File: src/rtl/branch_resolver_pkg.sv
// Shared definitions for the branch resolver: condition-code encodings,
// flag bit positions and the control FSM state type.
package branch_resolver_pkg;

    typedef enum logic [2:0] {
        CC_NE  = 3'b000,
        CC_EQ  = 3'b001,
        CC_GT  = 3'b010,
        CC_LT  = 3'b011,
        CC_GTE = 3'b100,
        CC_LTE = 3'b101,
        CC_OV  = 3'b110,
        CC_UNC = 3'b111
    } ccc_t;

    localparam int unsigned FLAG_Z = 2;
    localparam int unsigned FLAG_V = 1;
    localparam int unsigned FLAG_N = 0;

    typedef enum logic [1:0] {
        ST_IDLE = 2'd0,
        ST_WAIT = 2'd1,
        ST_RESP = 2'd2
    } state_t;

endpackage

File: src/rtl/branch_resolver_cond_eval.sv
// Combinational condition evaluator: reports whether a condition code holds
// for the given flags and which flags that condition depends on.
module cond_eval
    import branch_resolver_pkg::*;
(
    input  logic [2:0] ccc,
    input  logic [2:0] flags,
    output logic       cond_true,
    output logic [2:0] used_mask
);

    logic z;
    logic v;
    logic n;

    assign z = flags[FLAG_Z];
    assign v = flags[FLAG_V];
    assign n = flags[FLAG_N];

    // NOTE: every output gets a default before the case so no path can infer a latch.
    always_comb begin
        cond_true = 1'b0;
        used_mask = '0;
        case (ccc)
            CC_NE:  begin cond_true = !z;              used_mask[FLAG_Z] = 1'b1; end
            CC_EQ:  begin cond_true = z;               used_mask[FLAG_Z] = 1'b1; end
            CC_GT:  begin
                cond_true = !z && !n;
                used_mask[FLAG_Z] = 1'b1;
                used_mask[FLAG_N] = 1'b1;
            end
            CC_LT:  begin cond_true = n;               used_mask[FLAG_N] = 1'b1; end
            CC_GTE: begin
                cond_true = z || (!z && !n);
                used_mask[FLAG_Z] = 1'b1;
                used_mask[FLAG_N] = 1'b1;
            end
            CC_LTE: begin
                cond_true = z || n;
                used_mask[FLAG_Z] = 1'b1;
                used_mask[FLAG_N] = 1'b1;
            end
            CC_OV:  begin cond_true = v;               used_mask[FLAG_V] = 1'b1; end
            CC_UNC: begin cond_true = 1'b1; end
        endcase
    end

endmodule

File: src/rtl/branch_resolver.sv
// Branch resolver: accepts one branch at a time, stalls while a flag it
// depends on is being written, then pulses the resolved fetch address.
module branch_resolver
    import branch_resolver_pkg::*;
(
    input  logic        clk,
    input  logic        rst,
    input  logic        br_valid,
    output logic        br_ready,
    input  logic [2:0]  ccc,
    input  logic [8:0]  br_imm,
    input  logic        br_reg_mode,
    input  logic [15:0] br_reg,
    input  logic [15:0] pc_in,
    input  logic [2:0]  flag_in,
    input  logic [2:0]  flag_wr_en,
    output logic        res_valid,
    output logic        taken,
    output logic [15:0] next_pc,
    output logic        flush
);

    state_t      state;
    logic [2:0]  cap_ccc;
    logic [8:0]  cap_imm;
    logic        cap_reg_mode;
    logic [15:0] cap_reg;
    logic [15:0] cap_pc;

    logic [2:0]  sel_ccc;
    logic [8:0]  sel_imm;
    logic        sel_reg_mode;
    logic [15:0] sel_reg;
    logic [15:0] sel_pc;

    logic        cond_true;
    logic [2:0]  used_mask;
    logic        stall;
    logic        resolve_now;
    logic [15:0] pc_plus2;
    logic [15:0] br_target;
    logic [15:0] resolved_pc;

    // In IDLE the live request is evaluated so a hazard-free branch resolves
    // at the accept edge; in WAIT the captured request is re-checked.
    always_comb begin
        if (state == ST_IDLE) begin
            sel_ccc      = ccc;
            sel_imm      = br_imm;
            sel_reg_mode = br_reg_mode;
            sel_reg      = br_reg;
            sel_pc       = pc_in;
        end else begin
            sel_ccc      = cap_ccc;
            sel_imm      = cap_imm;
            sel_reg_mode = cap_reg_mode;
            sel_reg      = cap_reg;
            sel_pc       = cap_pc;
        end
    end

    cond_eval u_cond_eval (
        .ccc       (sel_ccc),
        .flags     (flag_in),
        .cond_true (cond_true),
        .used_mask (used_mask)
    );

    assign stall       = |(flag_wr_en & used_mask);
    assign pc_plus2    = sel_pc + 16'd2;
    assign br_target   = sel_reg_mode ? sel_reg
                                      : pc_plus2 + {{6{sel_imm[8]}}, sel_imm, 1'b0};
    assign resolved_pc = cond_true ? br_target : pc_plus2;
    assign resolve_now = !stall && ((state == ST_WAIT) ||
                                    (state == ST_IDLE && br_valid));
    assign br_ready    = (state == ST_IDLE) && !rst;

    // NOTE: sequential state uses non-blocking assignments only, so every register sees pre-edge values.
    always_ff @(posedge clk) begin
        if (rst) begin
            state        <= ST_IDLE;
            res_valid    <= 1'b0;
            taken        <= 1'b0;
            flush        <= 1'b0;
            next_pc      <= '0;
            // NOTE: the captured request is cleared too, so no stale branch survives a reset.
            cap_ccc      <= '0;
            cap_imm      <= '0;
            cap_reg_mode <= 1'b0;
            cap_reg      <= '0;
            cap_pc       <= '0;
        end else begin
            res_valid <= 1'b0;
            taken     <= 1'b0;
            flush     <= 1'b0;
            next_pc   <= '0;

            case (state)
                ST_IDLE: begin
                    if (br_valid) begin
                        cap_ccc      <= ccc;
                        cap_imm      <= br_imm;
                        cap_reg_mode <= br_reg_mode;
                        cap_reg      <= br_reg;
                        cap_pc       <= pc_in;
                        state        <= stall ? ST_WAIT : ST_RESP;
                    end
                end
                ST_WAIT: begin
                    if (!stall) begin
                        state <= ST_RESP;
                    end
                end
                ST_RESP: state <= ST_IDLE;
                default: state <= ST_IDLE;
            endcase

            if (resolve_now) begin
                res_valid <= 1'b1;
                taken     <= cond_true;
                flush     <= cond_true;
                next_pc   <= resolved_pc;
            end
        end
    end

endmodule

File: config.mk
export PLATFORM = sky130hd
export DESIGN_NAME = branch_resolver
export DESIGN_NICKNAME = d
export VERILOG_FILES = /design/src/rtl/branch_resolver_pkg.sv /design/src/rtl/branch_resolver_cond_eval.sv /design/src/rtl/branch_resolver.sv
export SDC_FILE = /design/constraint.sdc
export NUM_CORES = 1
export LEC_CHECK = 0
export ABC_AREA = 0
export BUFFER_PORTS_ARGS = -buffer_cell sky130_fd_sc_hd__buf_4
export CORE_ASPECT_RATIO = 0.7
export CORE_UTILIZATION = 57
export CTS_CLUSTER_DIAMETER = 150
export DETAILED_ROUTE_END_ITERATION = 10
export HOLD_SLACK_MARGIN = 0.05
export PLACE_DENSITY = 0.81
export SLEW_MARGIN = 0
export SYNTH_ARGS = -nofsm -noshare
export SYNTH_HDL_FRONTEND = slang
export SYNTH_SLANG_ARGS = --single-unit
File: constraint.sdc
create_clock -name clk -period 4.77 [get_ports clk]
set_input_delay 0.7155 -clock clk [delete_from_list [all_inputs] [get_ports clk]]
set_output_delay 0.7155 -clock clk [all_outputs]
set_load 0.05 [all_outputs]
==> results of run 1 <==
-- cells in the mapped netlist (5+ instances only) --
master / count
sky130_fd_sc_hd__nand2_1: 165
sky130_fd_sc_hd__a21oi_1: 72
sky130_fd_sc_hd__dfxtp_1: 65
sky130_fd_sc_hd__o21ai_0: 22
sky130_fd_sc_hd__clkbuf_1: 21
sky130_fd_sc_hd__nor2_1: 20
sky130_fd_sc_hd__ha_1: 18
sky130_fd_sc_hd__mux2i_1: 12
sky130_fd_sc_hd__xor2_1: 12
sky130_fd_sc_hd__o211ai_1: 11
sky130_fd_sc_hd__xnor2_1: 10
sky130_fd_sc_hd__buf_2: 7
sky130_fd_sc_hd__buf_6: 7
sky130_fd_sc_hd__inv_1: 7
sky130_fd_sc_hd__nand3_1: 7
sky130_fd_sc_hd__or3_1: 7
sky130_fd_sc_hd__a211oi_1: 6
sky130_fd_sc_hd__a21o_1: 6
sky130_fd_sc_hd__nand4_1: 6
sky130_fd_sc_hd__and2_1: 5
sky130_fd_sc_hd__nor3_1: 5
sky130_fd_sc_hd__or4bb_1: 5
-- path summary, 6_finish.rpt --
| check | end | start | cells after the start |
|---|---|---|---|
| worst min-delay path | cap_reg[0] | cap_reg[0] | 2 |
| worst min register to register | cap_reg[0] | cap_reg[0] | 2 |
| worst max-delay path | next_pc[15] | state[1] | 16 |
| worst max register to register | next_pc[15] | state[1] | 16 |
-- worst max-delay path, cell delays in order, from the launching register on --
cell and delay, ns:
sky130_fd_sc_hd__dfxtp_1 0.38, sky130_fd_sc_hd__buf_4 0.24, sky130_fd_sc_hd__o21ai_0 0.41, sky130_fd_sc_hd__and2_1 0.24, sky130_fd_sc_hd__inv_1 0.05, sky130_fd_sc_hd__ha_1 0.24, sky130_fd_sc_hd__and4bb_2 0.27, sky130_fd_sc_hd__o21ai_0 0.19
sky130_fd_sc_hd__xor2_1 0.17, sky130_fd_sc_hd__mux2i_1 0.12, sky130_fd_sc_hd__ha_1 0.35, sky130_fd_sc_hd__o211ai_1 0.14, sky130_fd_sc_hd__o211ai_1 0.15, sky130_fd_sc_hd__a221oi_1 0.50, sky130_fd_sc_hd__o21ai_0 0.22, sky130_fd_sc_hd__xnor3_1 0.23
sky130_fd_sc_hd__a221oi_2 0.26
-- kinds of logic (layout without fill, tap and decap cells) --
kind of cell    Yosys count  after routing
mux                      17             17
flops                    65             65
xor+xnor                 23             23
buf+inv                  45            103
fa+ha+maj                19             19
simple gates            237            237
compound gates          158            158
-- power breakdown --
part           switching, mW  internal [mW]
combinational          0.470          0.283
sequential            0.0270          0.587
clock                  0.238          0.256
total                  0.735           1.13
-- layout make-up --
type	instances	share of cell area [%]
Inverter	7	0.5258
Tap cell	98	2.454
Multi-Input combinational cell	454	54.86
Clock buffer	10	2.754
Timing Repair Buffer	80	12.02
Clock inverter	6	1.352
Sequential cell	65	26.04
-- per-stage QoR --
stage	cells	total power, mW
finish	720	1.861
global route	720	1.955
global placement	704	1.340
CTS	720	1.846
floorplan	564	1.173
detailed placement	704	1.356
-- routing by layer --
| metal | GRT usage (%) | wire length, um | vias to the layer above |
|---|---|---|---|
| met5 | 0 | 0 | - |
| met4 | 8.294 | 162 | 0 |
| met3 | 6.310 | 965 | 21 |
| met2 | 51.46 | 5396 | 190 |
| met1 | 44.86 | 5741 | 2020 |
| li1 | - | - | 2092 |
==> results.txt, run 1 <==
----------------------------------------------------
[Outcome]
  Run status ... completed

[STA]
  Worst slew slack as a fraction of its limit ... 32.24%
  Period Utilization, post-route ... 89.38%
  Fmax ... 234.6 MHz
  Clock skew ... 0.007970 ns
  Final Hold Viols ... 0
  Aggregate negative setup slack ... 0 ns
  RSZ-0062 raised after global routing ... no
  Final count of negative-setup-slack endpoints ... 0
  Final worst setup slack ... 0.5066 ns
  Final Max Slew Viols ... 0
  Transition time of the tightest slew-check pin ... 0.9968 ns
  Min Tclk post-route ... 4.263 ns
  Hold Worst Slack ... 0.4570 ns

[Global routing]
  Maximum number of pins on one net before global-route repair ... 48
  Number of antenna violations at the first check in global routing ... 0
  Global-route wire length before repair ... 19.35 mm
  Via count of the first global-routing pass ... 3853
  Gr ovfl total ... 0
  All-layer global routing usage ... 32.15%

[Synth]
  Synthesized instance count ... 564
  Sequential share of the synthesized area ... 30.45%
  Area leader, netlist ... sky130_fd_sc_hd__dfxtp_1
  Mean area per synthesized cell ... 7.576 um2
  Dominant register cell in the synthesized netlist ... sky130_fd_sc_hd__dfxtp_1
  Post-synth net total ... 637
  Synth Register Bits ... 65
  Summed instance area of the synthesized netlist ... 0.004273 mm2
  Share of the synthesized area in compound gates (AO/OA/AOI/OAI) ... 24.13%
  Leading cell types by total area after synthesis ... sky130_fd_sc_hd__dfxtp_1, sky130_fd_sc_hd__nand2_1, sky130_fd_sc_hd__a21oi_1
  Number of different library cells in the post-synthesis netlist ... 61
  Synth top area share ... 30.45%
  Adder-cell share of the synthesized area ... 5.739%
  Simple logic cell fraction of the synthesized area ... 24.60%
  Async S/R FF share, synth ... 0%
  Area share of xor/xnor cells in the synthesized design ... 5.037%
  Combinational family with the most area after synthesis ... simple AND/OR/NAND/NOR gates
  Count of warnings emitted by yosys ... 0
  Number of enable flip-flop cells after synthesis ... 0
  Portion of netlist area occupied by mux cells ... 4.392%

[Worst setup path]
  Crit path kind ... register to register
  Critical Path AT ... 4.54 ns
  Largest fanout on the critical path ... 22
  Required time at the endpoint of the critical path ... 5.04 ns
  Crit start category ... register
  Capturing element type of the critical path ... register
  Reg2Reg Setup Slack ... 0.51 ns

[Floorplanning]
  Placement Rows ... 26
  Die area ... 0.007852 mm2
  Starting utilization of the core area ... 58.64%
  Standard cell core area ... 0.007287 mm2
  I/O Pins ... 74
  Die width ... 105.5 um
  Die height ... 74.44 um

[Cells and area]
  Number of fill cells ... 620
  Ratio of cells with drive above 1 in the final layout ... 18.49%
  Net count, final ... 690
  Footprint of the flip-flops and latches ... 0.001301 mm2
  Most used cells in the layout excluding fill and tap cells ... sky130_fd_sc_hd__nand2_1, sky130_fd_sc_hd__buf_4, sky130_fd_sc_hd__a21oi_1, sky130_fd_sc_hd__dfxtp_1, sky130_fd_sc_hd__o21ai_0
  Layout Area Growth over Synthesis ... 16.95%
  Most common library cell in the layout ignoring fill and taps ... sky130_fd_sc_hd__nand2_1
  Final Util ... 68.58%
  Final instance area ... 0.004997 mm2
  Area of combinational cells with multiple inputs ... 0.002741 mm2
  Antenna diode count ... 0

[Route]
  Vias/cell ... 6.004
  DR vias ... 4323
  Routed Wire Length ... 12.27 mm
  Number of remaining DRC errors ... 0
  DR WL/cell ... 17.04 um
  Post-detailed-route count of antenna-violating nets ... 0
  Drt initial violations ... 341
  Number of search-and-repair iterations in the first detailed-routing pass ... 5

[Clock tree]
  Maximum clock path buffer count ... 2
  Post-CTS clock slew at the launch and capture registers of the worst setup and hold paths ... 0.08 ns
  Total number of H-tree levels ... 3
  Latest clock arrival within the worst-skew pair ... 0.36 ns
  Quantity of hold-fixing buffers added after cts ... 0
  Total clock buffers created by CTS ... 9
  Clock sinks ... 65
  Total setup buffers inserted after CTS ... 0
  Number of instances resized during post-cts repair ... 0
  Clock root buffer ... sky130_fd_sc_hd__clkbuf_8
  CTS tree ... done

[Placed design]
  Last weighted congestion value of the routability-driven placer ... 0.9220
  Post-DP HPWL ... 8.550 mm
  Area after DPL ... 0.004792 mm2
  PortBufs ... 73
  Setup WS pre-CTS ... 0.3517 ns

[Min path]
  Path category of the worst min-delay check ... register to register

[Power]
  Highest ir drop seen on vdd ... 228.9 uV
  P per Cell Area ... 372.4 mW/mm2
  Static leakage ... 2.192 nW

[Flow run]
  Max-cap viol count ... 0

----------------------------------------------------
Power figures use the tool's default switching activity.
==> inputs of run 2 (changes only) <==
--- a/config.mk
+++ b/config.mk
@@ -13,6 +13,7 @@
 export DETAILED_ROUTE_END_ITERATION = 10
 export HOLD_SLACK_MARGIN = 0.05
 export PLACE_DENSITY = 0.81
+export REMOVE_ABC_BUFFERS = 1
 export SLEW_MARGIN = 0
 export SYNTH_ARGS = -nofsm -noshare
 export SYNTH_HDL_FRONTEND = slang
==> run 2 against run 1 <==
First-iteration DRC count fell by 14%. Via count fell by 1.9%. Cell area rose by 0.13%. Highest routed layer unchanged. Clock skew rose by 0.0024 ns.
==> results.txt, run 2 (synthesis results as in run 1) <==
----------------------------------------------------
[Worst setup path]
  Worst-path cell chain ... buf_4 > or2_2 > nand2_1 > nand2_1 > ha_1 > and4bb_2 > o221ai_1 > xor2_1 > mux2i_1 > ha_1 > o21ai_0 > a21oi_1 > a221oi_1 > o21ai_0 > xnor3_1 > a221oi_2
  Crit path kind ... register to register
  Max stage delay on crit path ... 0.40 ns (-0.10 ns)
  Largest fanout on the critical path ... 26 (+18%)
  Stages on worst setup path ... 16 (unchanged)
  Worst r2r path cells ... 16 (unchanged)
  Critical Path AT ... 4.39 ns (-0.15 ns)
  Required time at the endpoint of the critical path ... 5.03 ns (about the same)
  Cell family contributing the most delay on the critical path ... compound AO/OA/AOI/OAI gates
  Crit start category ... register
  Buf+Inv Stages, Crit Path ... 1 (-1)
  Capturing element type of the critical path ... register
  Critical Path Slowest Stage Cell ... sky130_fd_sc_hd__a221oi_1

[Cells and area]
  Ratio of cells with drive above 1 in the final layout ... 18.46% (-0.030 points)
  Most common library cell in the layout ignoring fill and taps ... sky130_fd_sc_hd__nand2_1
  Antenna diode count ... 0 (unchanged)
  Most used cells in the layout excluding fill and tap cells ... sky130_fd_sc_hd__nand2_1, sky130_fd_sc_hd__buf_4, sky130_fd_sc_hd__a21oi_1, sky130_fd_sc_hd__dfxtp_1, sky130_fd_sc_hd__o21ai_0
  Final instance area ... 0.005004 mm2 (+0.13%)
  Net count, final ... 691 (+0.14%)
  Layout Area Growth over Synthesis ... 17.10%

[STA]
  Worst slew slack as a fraction of its limit ... 37.39% (+5.2 points)
  Period Utilization, post-route ... 86.65% (-2.7 points)
  Transition time of the tightest slew-check pin ... 0.9359 ns (-0.06087 ns)
  RSZ-0062 raised after global routing ... no
  Clock skew ... 0.01036 ns (+0.002394 ns)
  Final count of negative-setup-slack endpoints ... 0 (unchanged)
  Final Max Slew Viols ... 0 (unchanged)
  Final Hold Viols ... 0 (unchanged)
  Aggregate negative setup slack ... 0 ns (unchanged)
  Min Tclk post-route ... 4.133 ns (-0.1302 ns)
  Hold Worst Slack ... 0.4579 ns (+0.0009450 ns)
  Final worst setup slack ... 0.6367 ns (+0.1302 ns)
  Fmax ... 241.9 MHz (+3.1%)

[Power]
  Total net switching power ... 0.7356 mW (+0.12%)
  Share of power burned in registers ... 33.0% (about the same)
  Clock network fraction of total power ... 27.1% (+0.6 points)
  P per Cell Area ... 371.1 mW/mm2 (-0.33%)
  Internal power summed over all cells ... 1.121 mW (-0.41%)
  Switching power share of the total ... 39.61% (+0.13 points)
  Static leakage ... 2.205 nW (+0.60%)
  Highest ir drop seen on vdd ... 269.5 uV (+18%)
  Combinational Power Share ... 39.9% (-0.5 points)
  Power consumption ... 1.857 mW (-0.20%)

[Clock tree]
  Total number of H-tree levels ... 3 (unchanged)
  Clock sinks ... 65 (unchanged)
  Clock root buffer ... sky130_fd_sc_hd__clkbuf_8
  Maximum clock path buffer count ... 2 (unchanged)
  Number of instances resized during post-cts repair ... 0 (unchanged)
  Total setup buffers inserted after CTS ... 0 (unchanged)
  Post-CTS clock slew at the launch and capture registers of the worst setup and hold paths ... 0.09 ns (about the same)
  CTS tree ... done
  Total clock buffers created by CTS ... 9 (unchanged)
  Latest clock arrival within the worst-skew pair ... 0.35 ns (about the same)
  Quantity of hold-fixing buffers added after cts ... 0 (unchanged)

[Placed design]
  Area after DPL ... 0.004796 mm2 (about the same)
  PortBufs ... 73 (unchanged)
  Last weighted congestion value of the routability-driven placer ... 0.8407 (-8.8%)
  Post-DP HPWL ... 8.073 mm (-5.6%)
  Setup WS pre-CTS ... 0.3734 ns (+0.02167 ns)

[Global routing]
  Maximum number of pins on one net before global-route repair ... 48 (unchanged)
  Global-route wire length before repair ... 18.46 mm (-4.6%)
  Gr ovfl total ... 0 (unchanged)
  Via count of the first global-routing pass ... 3779 (-1.9%)
  All-layer global routing usage ... 29.97% (-2.2 points)
  Number of antenna violations at the first check in global routing ... 0 (unchanged)

[Route]
  Routed Wire Length ... 11.54 mm (-5.9%)
  DR WL/cell ... 16.01 um (-6.0%)
  Number of remaining DRC errors ... 0 (unchanged)
  Drt initial violations ... 293 (-14%)
  Number of search-and-repair iterations in the first detailed-routing pass ... 5 (unchanged)
  Post-detailed-route count of antenna-violating nets ... 0 (unchanged)
  DR vias ... 4239 (-1.9%)
  Vias/cell ... 5.879 (-2.1%)

[Flow run]
  Max-cap viol count ... 0 (unchanged)

[Min path]
  Cell depth of the worst hold path ... 2 (unchanged)
  Path category of the worst min-delay check ... register to register

[Floorplanning]
  Die height ... 74.44 um (unchanged)
  Placement Rows ... 26 (unchanged)
  Starting utilization of the core area ... 58.64% (unchanged)
  Die width ... 105.5 um (unchanged)
  I/O Pins ... 74 (unchanged)
  Standard cell core area ... 0.007287 mm2 (unchanged)
  Die area ... 0.007852 mm2 (unchanged)

[Outcome]
  Run status ... completed

----------------------------------------------------
==> run 2: worst register-to-register path, cell delays in order, from the launching register on <==
cell and delay, ns:
sky130_fd_sc_hd__dfxtp_1 0.38, sky130_fd_sc_hd__buf_4 0.29, sky130_fd_sc_hd__or2_2 0.38, sky130_fd_sc_hd__nand2_1 0.09, sky130_fd_sc_hd__nand2_1 0.09, sky130_fd_sc_hd__ha_1 0.20, sky130_fd_sc_hd__and4bb_2 0.29, sky130_fd_sc_hd__o221ai_1 0.15
sky130_fd_sc_hd__xor2_1 0.18, sky130_fd_sc_hd__mux2i_1 0.24, sky130_fd_sc_hd__ha_1 0.35, sky130_fd_sc_hd__o21ai_0 0.19, sky130_fd_sc_hd__a21oi_1 0.09, sky130_fd_sc_hd__a221oi_1 0.40, sky130_fd_sc_hd__o21ai_0 0.19, sky130_fd_sc_hd__xnor3_1 0.23
sky130_fd_sc_hd__a221oi_2 0.29
==> run 2: per-layer routing <==
metal / vias up / share of wire (%) / GRT usage [%]
li1: 2088 / - / -
met4: 0 / 0.62 / 7.042
met5: - / 0 / 0
met2: 181 / 44 / 47.37
met1: 1962 / 48 / 43.02
met3: 8 / 7.6 / 5.083
==> run 2: through the flow <==
stage | instances | util (%)
after floorplan | 526 | -
after global placement | 705 | 65.81
after detailed placement | 705 | 65.81
after CTS | 721 | 68.66
after global routing | 721 | 68.66
final | 721 | 68.66
==> run 2: final cells by class <==
cell class / instances / area (um2)
Inverter: 7 / 26.28
Fill cell: 607 / 2283
Clock buffer: 9 / 123.9
Timing Repair Buffer: 81 / 608.1
Multi-Input combinational cell: 454 / 2738
Sequential cell: 65 / 1301
Tap cell: 98 / 122.6
Clock inverter: 7 / 83.83
==> run 2: power by group through the flow <==
stage	logic [mW]	clock network, mW	registers [mW]
2_1_floorplan	0.459	0	0.675
4_1_cts	0.729	0.509	0.613
3_3_place_gp	0.711	0	0.623
3_5_place_dp	0.725	0	0.625
6_report	0.740	0.504	0.613
5_1_grt	0.804	0.530	0.619
==> run 2: path summary, 6_finish.rpt <==
check / startpoint / slack (ns) / endpoint
max: state[1] / 0.64 / next_pc[15]
max reg2reg: state[1] / 0.64 / next_pc[15]
min reg2reg: cap_reg[0] / 0.46 / cap_reg[0]
min: cap_reg[0] / 0.46 / cap_reg[0]
==> inputs of run 3 (changes only) <==
--- a/config.mk
+++ b/config.mk
@@ -12,8 +12,9 @@
 export CTS_CLUSTER_DIAMETER = 150
 export DETAILED_ROUTE_END_ITERATION = 10
 export HOLD_SLACK_MARGIN = 0.05
-export PLACE_DENSITY = 0.81
+export PLACE_DENSITY = 0.85
 export REMOVE_ABC_BUFFERS = 1
+export SKIP_LAST_GASP = 1
 export SLEW_MARGIN = 0
 export SYNTH_ARGS = -nofsm -noshare
 export SYNTH_HDL_FRONTEND = slang
==> run 3 against run 2 <==
Critical endpoint unchanged. Sequential share of layout area rose by 0.072 points. Power fell by 0.90%. Core utilization fell by 0.19 points.
==> results.txt, run 3 (synthesis results as in run 1) <==
----------------------------------------------------
[Outcome]
  Run status ... completed

[Cells and area]
  Antenna diode count ... 0 (unchanged)
  Most common library cell in the layout ignoring fill and taps ... sky130_fd_sc_hd__nand2_1
  Net count, final ... 690 (-0.14%)
  Area of combinational cells with multiple inputs ... 0.002738 mm2 (unchanged)
  Layout Area Growth over Synthesis ... 16.78%
  Number of fill cells ... 615 (+1.3%)
  Most used cells in the layout excluding fill and tap cells ... sky130_fd_sc_hd__nand2_1, sky130_fd_sc_hd__buf_4, sky130_fd_sc_hd__a21oi_1, sky130_fd_sc_hd__dfxtp_1, sky130_fd_sc_hd__o21ai_0
  Ratio of cells with drive above 1 in the final layout ... 18.33% (-0.13 points)
  Footprint of the flip-flops and latches ... 0.001301 mm2 (unchanged)

[Floorplanning]
  Placement Rows ... 26 (unchanged)
  Starting utilization of the core area ... 58.64% (unchanged)
  Standard cell core area ... 0.007287 mm2 (unchanged)
  Die area ... 0.007852 mm2 (unchanged)
  I/O Pins ... 74 (unchanged)
  Die width ... 105.5 um (unchanged)
  Die height ... 74.44 um (unchanged)

[Worst setup path]
  Crit start category ... register
  Crit path kind ... register to register
  RR Endpoint ... next_pc[15]
  Beginning of the worst register-to-register path ... state[1]
  Required time at the endpoint of the critical path ... 5.04 ns (about the same)
  Max stage delay on crit path ... 0.57 ns (+0.17 ns)
  Worst r2r path cells ... 15 (-1)
  Largest fanout on the critical path ... 13 (-50%)
  Reg2Reg Setup Slack ... 0.59 ns (-0.04 ns)
  Critical Path Slowest Stage Cell ... sky130_fd_sc_hd__or3b_2
  Worst-path cell chain ... or3b_2 > and2_1 > inv_1 > ha_1 > and4bb_2 > o221ai_1 > xor2_1 > mux2i_1 > ha_1 > o21ai_0 > a21oi_1 > a221oi_1 > o21ai_0 > xnor3_1 > a221oi_2
  Capturing element type of the critical path ... register
  Critical Path AT ... 4.44 ns (+0.05 ns)
  Buf+Inv Stages, Crit Path ... 1 (unchanged)
  Cell family contributing the most delay on the critical path ... compound AO/OA/AOI/OAI gates

[Min path]
  Path category of the worst min-delay check ... register to register
  Min-Delay Endpoint ... cap_ccc[1]
  Hold_sp ... cap_ccc[1]
  Cell depth of the worst hold path ... 2 (unchanged)

[Power]
  Total net switching power ... 0.7267 mW (-1.2%)
  P per Cell Area ... 368.8 mW/mm2 (-0.62%)
  Highest ir drop seen on vdd ... 236.9 uV (-12%)
  Combinational Power Share ... 40.1% (+0.2 points)
  Clock network fraction of total power ... 26.5% (-0.6 points)
  Power consumption ... 1.840 mW (-0.90%)
  Switching power share of the total ... 39.49% (-0.13 points)
  Static leakage ... 2.198 nW (-0.32%)
  Share of power burned in registers ... 33.4% (+0.4 points)
  Internal power summed over all cells ... 1.114 mW (-0.68%)

[STA]
  Clock skew ... 0.01593 ns (+0.005562 ns)
  Min Tclk post-route ... 4.176 ns (+0.04244 ns)
  Final count of negative-setup-slack endpoints ... 0 (unchanged)
  Period Utilization, post-route ... 87.54% (+0.89 points)
  Fmax ... 239.5 MHz (-1.0%)
  Final Hold Viols ... 0 (unchanged)
  Transition time of the tightest slew-check pin ... 0.9343 ns (-0.001572 ns)
  Final Max Slew Viols ... 0 (unchanged)
  RSZ-0062 raised after global routing ... no
  Aggregate negative setup slack ... 0 ns (unchanged)
  Worst slew slack as a fraction of its limit ... 37.49% (+0.11 points)

[Route]
  Post-detailed-route count of antenna-violating nets ... 0 (unchanged)
  DR WL/cell ... 16.15 um (+0.87%)
  Drt initial violations ... 373 (+27%)
  Number of remaining DRC errors ... 0 (unchanged)
  DR vias ... 4269 (+0.71%)
  Routed Wire Length ... 11.63 mm (+0.73%)
  Number of search-and-repair iterations in the first detailed-routing pass ... 5 (unchanged)
  Vias/cell ... 5.929 (+0.85%)

[Global routing]
  Gr ovfl total ... 0 (unchanged)
  Via count of the first global-routing pass ... 3848 (+1.8%)
  Number of antenna violations at the first check in global routing ... 0 (unchanged)
  Global-route wire length before repair ... 18.93 mm (+2.6%)
  Maximum number of pins on one net before global-route repair ... 48 (unchanged)
  All-layer global routing usage ... 30.90% (+0.92 points)

[Clock tree]
  Maximum clock path buffer count ... 2 (unchanged)
  Total clock buffers created by CTS ... 9 (unchanged)
  CTS tree ... done
  Number of instances resized during post-cts repair ... 0 (unchanged)
  Clock sinks ... 65 (unchanged)
  Latest clock arrival within the worst-skew pair ... 0.36 ns (about the same)
  Clock root buffer ... sky130_fd_sc_hd__clkbuf_8
  Quantity of hold-fixing buffers added after cts ... 0 (unchanged)
  Total setup buffers inserted after CTS ... 0 (unchanged)
  Post-CTS clock slew at the launch and capture registers of the worst setup and hold paths ... 0.08 ns (about the same)
  Total number of H-tree levels ... 3 (unchanged)

[Placed design]
  PortBufs ... 73 (unchanged)
  Post-DP HPWL ... 7.843 mm (-2.9%)
  Last weighted congestion value of the routability-driven placer ... 0.9121 (+8.5%)

[Flow run]
  Max-cap viol count ... 0 (unchanged)

----------------------------------------------------
-- run 3: cell types whose count changed in the layout (fill, tap and decap cells not counted) --
cell and change:
sky130_fd_sc_hd__inv_8 -1, sky130_fd_sc_hd__inv_6 -1, sky130_fd_sc_hd__buf_4 -1, sky130_fd_sc_hd__clkinv_4 +1
sky130_fd_sc_hd__clkinv_2 +1
-- run 3: final cells by class --
type / instances / area share (%)
sequential: 65 / 26.08
multi-input combinational: 454 / 54.86
clock buffer: 9 / 2.482
clock inverter: 7 / 1.555
timing repair buffer: 80 / 12.04
tap: 98 / 2.457
inverter: 7 / 0.5266
-- run 3: worst max-delay path by stage --
stage	slack (ns)	depth (start not counted)	start	end
after floorplan	0.35	15	state[1]	next_pc[15]
after global placement	0.52	16	pc_in[1]	next_pc[15]
after detailed placement	0.33	16	pc_in[1]	next_pc[15]
after CTS	0.61	15	state[1]	next_pc[15]
after global routing	0.24	15	state[1]	next_pc[15]
final	0.59	15	state[1]	next_pc[15]
-- run 3: worst reg2reg max path, stage by stage, from the launching register on --
cell	delay, ns
sky130_fd_sc_hd__dfxtp_1	0.44
sky130_fd_sc_hd__or3b_2	0.57
sky130_fd_sc_hd__and2_1	0.20
sky130_fd_sc_hd__inv_1	0.07
sky130_fd_sc_hd__ha_1	0.22
sky130_fd_sc_hd__and4bb_2	0.29
sky130_fd_sc_hd__o221ai_1	0.15
sky130_fd_sc_hd__xor2_1	0.18
sky130_fd_sc_hd__mux2i_1	0.22
sky130_fd_sc_hd__ha_1	0.35
sky130_fd_sc_hd__o21ai_0	0.20
sky130_fd_sc_hd__a21oi_1	0.09
sky130_fd_sc_hd__a221oi_1	0.44
sky130_fd_sc_hd__o21ai_0	0.20
sky130_fd_sc_hd__xnor3_1	0.22
sky130_fd_sc_hd__a221oi_2	0.27
-- run 3: stage by stage --
step	hold slack [ns]	worst slack [ns]	utilization (%)	instances	instance area [um2]
2_1_floorplan	0.4257	0.3508	-	526	4058
3_3_place_gp	0.4399	0.5207	65.71	704	4788
3_5_place_dp	0.4454	0.3308	65.71	704	4788
4_1_cts	0.4575	0.6137	68.48	720	4990
5_1_grt	0.4744	0.2426	68.48	720	4990
6_report	0.4567	0.5943	68.48	720	4990
-- run 3: routing by layer --
layer | track usage (%) | up-vias | share of wire (%)
li1 | - | 2090 | -
met1 | 42.87 | 1948 | 47
met2 | 48.68 | 209 | 43
met3 | 5.609 | 22 | 7.9
met4 | 11.11 | 0 | 1.5
met5 | 0 | - | 0
-- run 3: power by group through the flow --
stage	logic, mW	clock network [mW]	registers, mW
6_report	0.739	0.487	0.614
3_3_place_gp	0.707	0	0.623
3_5_place_dp	0.722	0	0.626
2_1_floorplan	0.459	0	0.675
4_1_cts	0.727	0.492	0.613
5_1_grt	0.808	0.517	0.619
